## config.mk

```make
export PLATFORM = sky130hd
export DESIGN_NAME = conv_stream_feeder
export DESIGN_NICKNAME = d
export VERILOG_FILES = /design/src/rtl/conv_feeder_pkg.sv /design/src/rtl/conv_feeder_rd_pipe.sv /design/src/rtl/conv_stream_feeder.sv
export SDC_FILE = /design/constraint.sdc
export NUM_CORES = 1
export LEC_CHECK = 0
export CAP_MARGIN = 5
export CORE_UTILIZATION = 60
export DETAILED_ROUTE_END_ITERATION = 10
export DONT_BUFFER_PORTS = 1
export PLACE_DENSITY = 0.81
export SLEW_MARGIN = 20
export SYNTH_ARGS = -nofsm -noshare
export SYNTH_HDL_FRONTEND = slang
export SYNTH_HIERARCHICAL = 1
export SYNTH_SLANG_ARGS = --single-unit
```

## constraint.sdc

```tcl
create_clock -name clock -period 8.65 [get_ports clock]
set_input_delay 1.73 -clock clock [delete_from_list [all_inputs] [get_ports clock]]
set_output_delay 1.73 -clock clock [all_outputs]
set_load 0.02 [all_outputs]
```

## src/rtl/conv_feeder_pkg.sv

```systemverilog
// conv_feeder_pkg: shared types and lane geometry for the conv stream feeder.
package conv_feeder_pkg;
  localparam int LANES = 4;
  localparam int LANE_WIDTH = 8;
  typedef enum logic [2:0] {IDLE, BIAS, WEIGHTS, PIXELS, DRAIN} feeder_state_t;
  typedef enum logic [1:0] {PH_NONE, PH_BIAS, PH_WEIGHT, PH_PIXEL} phase_t;
endpackage

```

## src/rtl/conv_feeder_rd_pipe.sv

```systemverilog
// conv_feeder_rd_pipe: phase tag stage aligned with memory data, then registered packet and valid decode.
module conv_feeder_rd_pipe
  import conv_feeder_pkg::*;
#(
  parameter int PACKET_WIDTH = LANES * LANE_WIDTH
) (
  input  logic                    clock,
  input  logic                    reset,
  input  phase_t                  issue_phase,
  input  logic [PACKET_WIDTH-1:0] rd_data,
  output logic [PACKET_WIDTH-1:0] packet,
  output logic                    bias_valid,
  output logic                    weights_valid,
  output logic                    input_valid,
  output logic                    empty
);
  phase_t tag;
  // tag lines up with the cycle the memory presents data, so the packet register is stage 2
  always_ff @(posedge clock or negedge reset)
    if (!reset) begin
      tag <= PH_NONE;
      packet <= '0;
      bias_valid <= 1'b0;
      weights_valid <= 1'b0;
      input_valid <= 1'b0;
    end else begin
      tag <= issue_phase;
      bias_valid <= tag == PH_BIAS;
      weights_valid <= tag == PH_WEIGHT;
      input_valid <= tag == PH_PIXEL;
      if (tag != PH_NONE) packet <= rd_data;
    end
  assign empty = tag == PH_NONE && !(bias_valid || weights_valid || input_valid);
endmodule

```

## src/rtl/conv_stream_feeder.sv

```systemverilog
// conv_stream_feeder: reads bias, WxW weights and DxD pixels and streams them as packets to the conv layer.
// Define CONV_FEEDER_DRAIN_TIMEOUT_EN to add the DRAIN watchdog (DRAIN_TIMEOUT cycles).
module conv_stream_feeder
  import conv_feeder_pkg::*;
#(
  parameter int ADDR_WIDTH = 16,
  parameter int PACKET_WIDTH = 32,
  parameter int DRAIN_TIMEOUT = 1024
) (
  input  logic                    clock,
  input  logic                    reset,
  input  logic                    start,
  input  logic [ADDR_WIDTH-1:0]   base_addr,
  input  logic [7:0]              cfg_input_dim,
  input  logic [1:0]              cfg_window_dim,
  input  logic                    cfg_stride,
  input  logic                    pause,
  output logic                    mem_rd_en,
  output logic [ADDR_WIDTH-1:0]   mem_rd_addr,
  input  logic [PACKET_WIDTH-1:0] mem_rd_data,
  output logic [PACKET_WIDTH-1:0] newDataPacket,
  output logic [7:0]              inputDim,
  output logic [1:0]              windowDim,
  output logic                    stride,
  output logic                    bias_valid,
  output logic                    weights_valid,
  output logic                    input_valid,
  input  logic                    conv_idle,
  output logic                    busy,
  output logic                    done,
  output logic                    cfg_error
);
  feeder_state_t state;
  logic [ADDR_WIDTH-1:0] rd_ptr;
  logic [15:0] cnt, wsq, dsq;
  logic issue, last_rd, empty;
  phase_t issue_phase;
`ifdef CONV_FEEDER_DRAIN_TIMEOUT_EN
  logic [31:0] drain_cnt;
`endif
  assign issue = (state == BIAS || state == WEIGHTS || state == PIXELS) && !pause;
  assign issue_phase = !issue ? PH_NONE : state == BIAS ? PH_BIAS : state == WEIGHTS ? PH_WEIGHT : PH_PIXEL;
  assign wsq = {14'b0, windowDim} * {14'b0, windowDim};
  assign dsq = {8'b0, inputDim} * {8'b0, inputDim};
  assign last_rd = state == BIAS || cnt == (state == WEIGHTS ? wsq : dsq) - 16'd1;
  assign mem_rd_en = issue;
  assign mem_rd_addr = rd_ptr;
  assign busy = state != IDLE;
  always_ff @(posedge clock or negedge reset)
    if (!reset) begin
      state <= IDLE;
      rd_ptr <= '0;
      cnt <= '0;
      inputDim <= '0;
      windowDim <= '0;
      stride <= 1'b0;
      done <= 1'b0;
      cfg_error <= 1'b0;
`ifdef CONV_FEEDER_DRAIN_TIMEOUT_EN
      drain_cnt <= '0;
`endif
    end else begin
      done <= 1'b0;
      cfg_error <= 1'b0;
      if (issue) rd_ptr <= rd_ptr + 1'b1;
      case (state)
        IDLE:
          if (start) begin
            if (cfg_window_dim == 2'd0 || cfg_input_dim < {6'b0, cfg_window_dim}) cfg_error <= 1'b1;
            else begin
              inputDim <= cfg_input_dim;
              windowDim <= cfg_window_dim;
              stride <= cfg_stride;
              rd_ptr <= base_addr;
              cnt <= '0;
              state <= BIAS;
`ifdef CONV_FEEDER_DRAIN_TIMEOUT_EN
              drain_cnt <= '0;
`endif
            end
          end
        BIAS, WEIGHTS, PIXELS:
          if (issue) begin
            cnt <= last_rd ? 16'd0 : cnt + 16'd1;
            if (last_rd) state <= state == BIAS ? WEIGHTS : state == WEIGHTS ? PIXELS : DRAIN;
          end
        DRAIN: begin
`ifdef CONV_FEEDER_DRAIN_TIMEOUT_EN
          drain_cnt <= drain_cnt + 32'd1;
          if (empty && conv_idle) begin
            done <= 1'b1;
            state <= IDLE;
          end else if (drain_cnt == DRAIN_TIMEOUT - 1) begin
            cfg_error <= 1'b1;
            state <= IDLE;
          end
`else
          if (empty && conv_idle) begin
            done <= 1'b1;
            state <= IDLE;
          end
`endif
        end
        default: state <= IDLE;
      endcase
    end
  conv_feeder_rd_pipe #(.PACKET_WIDTH(PACKET_WIDTH)) u_pipe (
    .clock(clock),
    .reset(reset),
    .issue_phase(issue_phase),
    .rd_data(mem_rd_data),
    .packet(newDataPacket),
    .bias_valid(bias_valid),
    .weights_valid(weights_valid),
    .input_valid(input_valid),
    .empty(empty)
  );
endmodule

```

# Yosys cells after proc, flatten, opt, wreduce, memory -nomap -nowiden
# Index checks and enable logic that the tools add are counted.
# W data, S select, Z words.
# word_totals
regBits,85
output_inout_bits,66
elab_cells,80
# op_classes
magnitude_cmp,1
bitwise,1
mul,2
add_sub_neg,3
eq_ne,13
reduce_logical,21
muxes,26
# ops
cell,count
$mux W16,9
$add A16 B1 Y16 const B,2
$pmux W16 S2,1
$mux W3,7
$eq A16 B16 Y1,1
$mul A8 B8 Y16,1
$sub A16 B1 Y16 const B,1
$ne A2 B2 Y1 const B,5
$pmux W3 S3,1
$lt A8 B2 Y1,1
$eq A3 B2 Y1 const B,2
$logic_or A1 B1 Y1,6
$mux W1,6
$reduce_and A5 Y1,1
$eq A2 B2 Y1 const B,2
$logic_not A2 Y1,2
$mul A2 B2 Y4,1
$mux W2,2
$reduce_and A4 Y1,1
$reduce_bool A2 Y1,2
$eq A3 B1 Y1 const B,1
$eq A3 B3 Y1 const B,1
$logic_and A1 B1 Y1,3
$logic_not A3 Y1,1
6 further kinds,7

# Depth between registers and ports, before layout
# Gate-level depths: netlist of the first run.
# depth
word_depth,8
ltp_mapped,24

# By module
# Netlist of the first run, hierarchy kept.
# by_module_without_submodules
module,instances,area_each_um2,seq_area_each_um2,cells_each
conv_stream_feeder,1,4684.5,1201.2,545
conv_feeder_rd_pipe,1,1375.1,925.9,77

# Least setup slack after synthesis of the first run
# OpenSTA, ideal clock, no wires.
# synth_path
path_kind,flip-flop to flip-flop
startpoint,register inputDim[2]
endpoint,register cnt[7]
setup_ns,0.119
stages_incl_launch_ff,20
setup_slack_ns,2.307
period_less_slack_ns,6.343
n_path_buf,2
t_arrival_ns,6.224
t_required_ns,8.531
path_cell_list,dfrtp_1 > clkbuf_1 > nand2_1 > fa_1 > fa_1 > fa_1 > fa_1 > inv_1 > ha_1 > or4_1 > a21oi_1 > or3_1 > a21oi_1 > or4_4 > or4_4 > a2111oi_4 > nand4_1 > a21oi_2 > buf_6 > nor2_1
# synth_via
elab_chain_cells,8
# synth_lines
item,line,source
from (decl),conv_stream_feeder.sv:22,"output logic [7:0] inputDim,"
from (signal assigned),conv_stream_feeder.sv:71,inputDim <= cfg_input_dim;
$mul A8 B8 Y16,conv_stream_feeder.sv:44,"assign dsq = {8'b0, inputDim} * {8'b0, inputDim};"
$mux W16,conv_stream_feeder.sv:45,assign last_rd = state == BIAS || cnt == (state == WEIGHTS ? wsq : dsq) - 16'd1;
$sub A16 B1 Y16,conv_stream_feeder.sv:45,
$eq A16 B16 Y1,conv_stream_feeder.sv:45,
$logic_or A1 B1 Y1,conv_stream_feeder.sv:45,
$mux W16,conv_stream_feeder.sv:84,cnt <= last_rd ? 16'd0 : cnt + 16'd1;
$mux W16,conv_stream_feeder.sv:83,if (issue) begin
$pmux W16 S2,conv_stream_feeder.sv:66,case (state)
to (signal assigned),conv_stream_feeder.sv:84,
to (decl),conv_stream_feeder.sv:35,"logic [15:0] cnt, wsq, dsq;"
# Every way passes these cells. The select of a mux whose other input is x is not followed.
# A chain may end at the register's enable or synchronous reset.

# Worst setup path in the final report of the first run
# layout_path
startpoint,register inputDim[0]
endpoint,register cnt[12]
# Same word-level chain as after synthesis.

==> results.yml, run 1 <==
status:
  outcome: "completed"
critical_path:
  cp-end-kind: "flip-flop"
  cp_num_buf_inv: 1
  reg2reg_to: "cnt[12]"
  reg2reg_slack_ns: 1.65
  cp-start-kind: "flip-flop"
  ff2ff_path_depth: 20
  arrival_ns: 7.22
  critical-path-slowest-cell: "dfrtp_1"
  r2r-start: "inputDim[0]"
  path_class: "flip-flop to flip-flop"
  max_stage_delay_ns: 0.74
  required_ns: 8.87
  cpLargestDelayFamily: "compound AO/OA/AOI/OAI gates"
  crit_fanout: 15
  cp-startpoint: "inputDim[0]"
  worstPathCellList: "and2_1, xnor2_1, ha_1, a31oi_1, fa_1, fa_1, fa_1, inv_1, ha_1, nand2_1, a211oi_1, o21ai_0, a21boi_0, o31ai_1, a31oi_1, or4_4, a2111oi_4, nand4_1, a21oi_2, nor2_1"
  cpMostUsedCell: "fa_1"
synthesis:
  synth-edff-count: 0
  synth_top_area_frac: 0.351
  synthFlopType: "dfrtp_1"
  synth_cell_types: 63
  ys_ff_latch: 85
  synth_top_cells_by_area: "dfrtp_1, mux2_2, fa_1"
  synthesis.nets: 740
  postSynthCellCount: 622
  mappedNetlistArea_um2: 6060
  yosysWarningCount: 6
  yosysTopAreaCell: "dfrtp_1"
  syn_avg_cell_area_um2: 9.74
  async_flop_share: 1.00
  yosysSeqAreaShare: 0.351
clock_network:
  cts_setup_buffers: 0
  hold_buffers: 0
  cts_tree: "yes"
  ctsResizeCount: 0
  ctsRootBufferMaster: "clkbuf_8"
  cts.sinks: 85
  cts_buffers: 9
  clk_pin_slew_worst_paths_ns: 0.08
  clk_latency_ns: 0.36
  ctsLongestPathBuffers: 2
  htreeDepth: 3
power_and_ir_drop:
  ir_drop_mv: 0.153
  swShare: 0.407
  p_leak_nw: 2.82
  intPower_uw: 821
  comb_power_share: 0.357
  pwr-share-clk: 0.201
  power_density_nw_per_um2: 218
  switching_power_uw: 563
  power.share.sequential: 0.443
sta:
  clock-skew-final_ns: 0.0134
  whs_ns: 0.582
  worstMarginPinSlew_ns: 0.910
  fin_crit_ns: 7.00
  rsz0062_at_grt: "no"
  fin_setup_tns_ns: 0
  max_freq_mhz: 143
  slew_headroom: 0.392
  finalCritPeriodShare: 0.809
  slew_violations: 0
  hold_viol: 0
  setup_viol: 0
route:
  dr_total_vias: 4571
  antenna_left: 0
  drt_iter0_markers: 232
  drc_errors: 0
  wl_mm: 12.9
  drtPass1Iterations: 4
  via_per_inst: 6.07
  routedWlPerCell_um: 17.2
floorplanning:
  ios: 130
  start_util: 0.620
  core_area_um2: 9770
  die_y_um: 102
  core.rowCount: 36
  die_w_um: 102
  dieArea_um2: 10500
final_layout:
  fin_nets: 734
  final_cell_mix: "dfrtp_1, nand2_1, inv_1, mux2_2, nor2_1"
  area_growth_syn_to_layout_pct: 4.79
  diodes: 0
  drive_above_1_share: 0.119
  layout_commonest_cell: "dfrtp_1"
placed_design:
  io_buffer_count: 0
  gp_congestion: 0.919
  dp_hpwl_mm: 9.90
flow_run:
  drv_cap: 0
global_routing:
  antenna_found_initial: 0
  grt-ovfl-total: 0
  grt_pass1_wl_mm: 21.3
  grt_max_degree: 86
  grt_pass1_vias: 4675
  grt.total_usage: 0.264
hold_path:
  hold_end: "u_pipe/input_valid"
  hp-class: "flip-flop to flip-flop"
  min_path_cells: 1
  min_from: "u_pipe/tag[1]"
## flip-flops by register name (all words and copies together) (netlist names)
signal                flops
state                     3
windowDim                 2
mem_rd_addr              16
u_pipe/weights_valid      1
done                      1
cnt                      16
stride                    1
u_pipe/packet            32
u_pipe/bias_valid         1
u_pipe/input_valid        1
u_pipe/tag                2
inputDim                  8
cfg_error                 1
## logic make-up (layout without fill, tap and decap cells)
kind of cell,count (synthesis),after routing,share of synthesized area
simple gates,210,210,0.182
buf+inv,68,66,0.0473
mux,46,46,0.0859
xor+xnor,57,57,0.0824
flops,85,85,0.351
fa+ha+maj,54,54,0.139
compound gates,102,102,0.113
## layout make-up
cell class	count	area, µm²
Inverter	47	176
Multi-Input combinational cell	469	3650
Clock buffer	9	124
Timing Repair Buffer	4	30.0
Tap cell	133	166
Clock inverter	6	72.6
Sequential cell	85	2130
Fill cell	751	3420
## per-stage QoR
step                cells  total power [mW]  worst slack (ns)  cell area, µm²   util
floorplan             622              1.00              2.31            6060      -
global placement      738              1.08              1.90            6150  0.629
detailed placement    738              1.10              1.65            6150  0.629
CTS                   753              1.39              1.64            6340  0.649
global route          753              1.48              1.15            6350  0.650
finish                753              1.38              1.65            6350  0.650
## worst max path at each step
stage,cells past startpoint,endpoint,slack [ns]
final,20,cnt[12],1.65
after global routing,20,cnt[12],1.15
after CTS,17,cnt[12],1.64
after detailed placement,17,cnt[2],1.65
after global placement,17,cnt[2],1.90
after floorplan,19,cnt[7],2.31
## power by group through the flow
| stage | combinational (mW) | sequential, mW | clock [mW] |
|---|---|---|---|
| 2_1_floorplan | 0.408 | 0.592 | 0 |
| 4_1_cts | 0.489 | 0.612 | 0.285 |
| 5_1_grt | 0.553 | 0.625 | 0.300 |
| 3_3_place_gp | 0.466 | 0.615 | 0 |
| 3_5_place_dp | 0.486 | 0.619 | 0 |
| 6_report | 0.493 | 0.612 | 0.278 |
## cells in the mapped netlist, drive strengths merged (2+ instances only)
cell type	number
o21a	4
xor2	31
o31ai	4
nor4b	2
a2111oi	5
nor3b	5
nor3	10
nand2b	10
a211o	3
ha	32
nand2	67
mux2i	4
a41oi	2
or4	5
nor2	36
or3	5
xnor2	26
a32oi	2
a21o	3
o21ai	33
buf	6
nor2b	5
dfrtp	85
or3b	2
clkbuf	15
and2b	2
fa	22
nor4	2
and4	3
inv	47
nand3	13
a21oi	18
a22o	2
and3	12
mux2	42
and2	18
nand4	10
a211oi	10
a31oi	7
## routing by layer
metal / GRT usage / vias to the layer above / share of wire
met4: 0.0967 / 0 / 0.015
li1: - / 2148 / -
met1: 0.326 / 2254 / 0.41
met5: 0 / - / 0
met2: 0.444 / 148 / 0.50
met3: 0.0732 / 21 / 0.071
## worst register-to-register path: stages (launching register included)
cell	delay (ns)
dfrtp_1	0.74
and2_1	0.28
xnor2_1	0.13
ha_1	0.20
a31oi_1	0.21
fa_1	0.48
fa_1	0.52
fa_1	0.55
inv_1	0.04
ha_1	0.39
nand2_1	0.14
a211oi_1	0.07
o21ai_0	0.17
a21boi_0	0.10
o31ai_1	0.73
a31oi_1	0.23
or4_4	0.53
a2111oi_4	0.37
nand4_1	0.25
a21oi_2	0.60
nor2_1	0.14
No activity file was read; power rests on OpenSTA's default activity.
==> run 2: changes to the inputs <==
Clock period 8.65 ns to 6.69 ns, I/O delays scaled along.
==> results.yml, run 2 (same netlist as run 1, synthesis figures left out) <==
power_and_ir_drop:
  power.share.sequential: 0.430
  switching_power_uw: 751
  swShare: 0.411
  comb_power_share: 0.361
  p_leak_nw: 2.88
  ir_drop_mv: 0.282
  intPower_mw: 1.08
  power_density_nw_per_um2: 284
  power_mw: 1.83
  pwr-share-clk: 0.209
sta:
  slew_violations: 0
  setup_viol: 0
  fin_crit_ns: 6.29
  finalCritPeriodShare: 0.940
  hold_viol: 0
  clock-skew-final_ns: 0.0129
  worstMarginPinSlew_ns: 0.888
  slew_headroom: 0.407
  max_freq_mhz: 159
  rsz0062_at_grt: "no"
  fin_setup_tns_ns: 0
flow_run:
  drv_cap: 0
floorplanning:
  core_area_um2: 9770
  die_w_um: 102
  core.rowCount: 36
  dieArea_um2: 10500
  ios: 130
  start_util: 0.620
  die_y_um: 102
critical_path:
  cpLargestDelayFamily: "simple AND/OR/NAND/NOR gates"
  crit_fanout: 15
  cp_num_buf_inv: 2
  path_class: "flip-flop to flip-flop"
  reg2reg_slack_ns: 0.40
  critical-path-slowest-cell: "or4_4"
  cpMostUsedCell: "fa_1"
  worstPathCellList: "and2_1, xnor2_1, ha_1, a31oi_1, fa_1, fa_1, fa_1, inv_1, ha_2, or4_1, a21oi_1, or3_1, a21oi_1, or4_4, or4_4, a2111oi_4, nand4_1, a21oi_2, buf_4, o2bb2ai_1"
  required_ns: 6.99
  arrival_ns: 6.59
  cp-end-kind: "flip-flop"
  cp-start-kind: "flip-flop"
  max_stage_delay_ns: 0.59
global_routing:
  grt_pass1_wl_mm: 21.6
  grt_max_degree: 86
  grt-ovfl-total: 0
  antenna_found_initial: 0
  grt.total_usage: 0.266
  grt_pass1_vias: 4594
route:
  drt_iter0_markers: 251
  drc_errors: 0
  routedWlPerCell_um: 17.5
  wl_met2_mm: 6.63
  drtPass1Iterations: 6
  highest_layer: "met4"
  drt-met1-wl_mm: 5.63
  via_per_inst: 6.00
  wl_met3_um: 896
  wl_mm: 13.4
  dr_total_vias: 4581
  antenna_left: 0
clock_network:
  hold_buffers: 0
  ctsLongestPathBuffers: 2
  cts_tree: "yes"
  clk_pin_slew_worst_paths_ns: 0.09
  htreeDepth: 3
  cts.sinks: 85
  cts_buffers: 9
  ctsRootBufferMaster: "clkbuf_8"
  clk_latency_ns: 0.37
final_layout:
  regMostFlops: "u_pipe/packet"
  fin_nets: 744
  diodes: 0
  fillers: 767
  drive_above_1_share: 0.138
  layout_commonest_cell: "dfrtp_1"
  final_core_utilization: 0.659
  area_growth_syn_to_layout_pct: 6.24
  final_cell_mix: "dfrtp_1, nand2_1, inv_1, mux2_2, nor2_1"
  largest_reg_flops: 32
placed_design:
  gp_congestion: 0.885
  io_buffer_count: 0
  dp_hpwl_mm: 10.2
status:
  outcome: "completed"
hold_path:
  hp-class: "flip-flop to flip-flop"
==> run 2: changes by cell type in the layout (fill, tap and decap cells not counted), sizes merged <==
cell | previous run | this run
inv | 48 | 50
clkinvlp | 3 | 0
clkinv | 1 | 3
buf | 4 | 14
==> run 2: area by class of cell <==
cell class	instances	area, µm²	share of cell area
Timing Repair Buffer	14	105	0.0163
Clock inverter	7	81.3	0.0126
Tap cell	133	166	0.0259
Inverter	47	176	0.0274
Sequential cell	85	2130	0.331
Multi-Input combinational cell	469	3660	0.568
Clock buffer	9	124	0.0192
==> run 2: repair_timing <==
action / 4_1_cts / 5_1_grt
setup buffers: 0 / 1
endpoints found under the setup margin: 0 / 16
resized for setup: 0 / 3
endpoints found under the hold margin: 0 / 0
==> run 2: per-stage QoR <==
step                      setup slack [ns]  instance area, µm²  hold WS, ns  cells
after floorplan                      0.347                6060        0.524    622
after global placement               0.461                6220        0.554    747
after detailed placement             0.236                6220        0.564    747
after CTS                            0.219                6420        0.587    763
after global routing                0.0658                6440        0.623    764
final                                0.400                6440        0.587    764
==> run 2: path summary, 6_finish.rpt <==
check                         startpoint              endpoint  cells after the start
min in group asynchronous          reset               cnt[10]                      0
min reg2reg                u_pipe/tag[1]  u_pipe/weights_valid                      1
min                        u_pipe/tag[1]  u_pipe/weights_valid                      1
max in group asynchronous          reset           inputDim[5]                      0
max reg2reg                  inputDim[7]              state[0]                     20
max                          inputDim[7]              state[0]                     20
==> run 2: per-layer routing <==
metal,global-route usage,vias to the layer above
met5,0,-
met4,0.0890,0
met3,0.0712,25
met2,0.441,153
met1,0.340,2239
li1,-,2164
==> run 2: power groups by stage <==
stage,logic (mW),clock network [mW],registers [mW]
2_1_floorplan,0.528,0,0.766
3_5_place_dp,0.642,0,0.793
4_1_cts,0.646,0.388,0.784
3_3_place_gp,0.615,0,0.789
6_report,0.660,0.382,0.785
5_1_grt,0.729,0.410,0.800
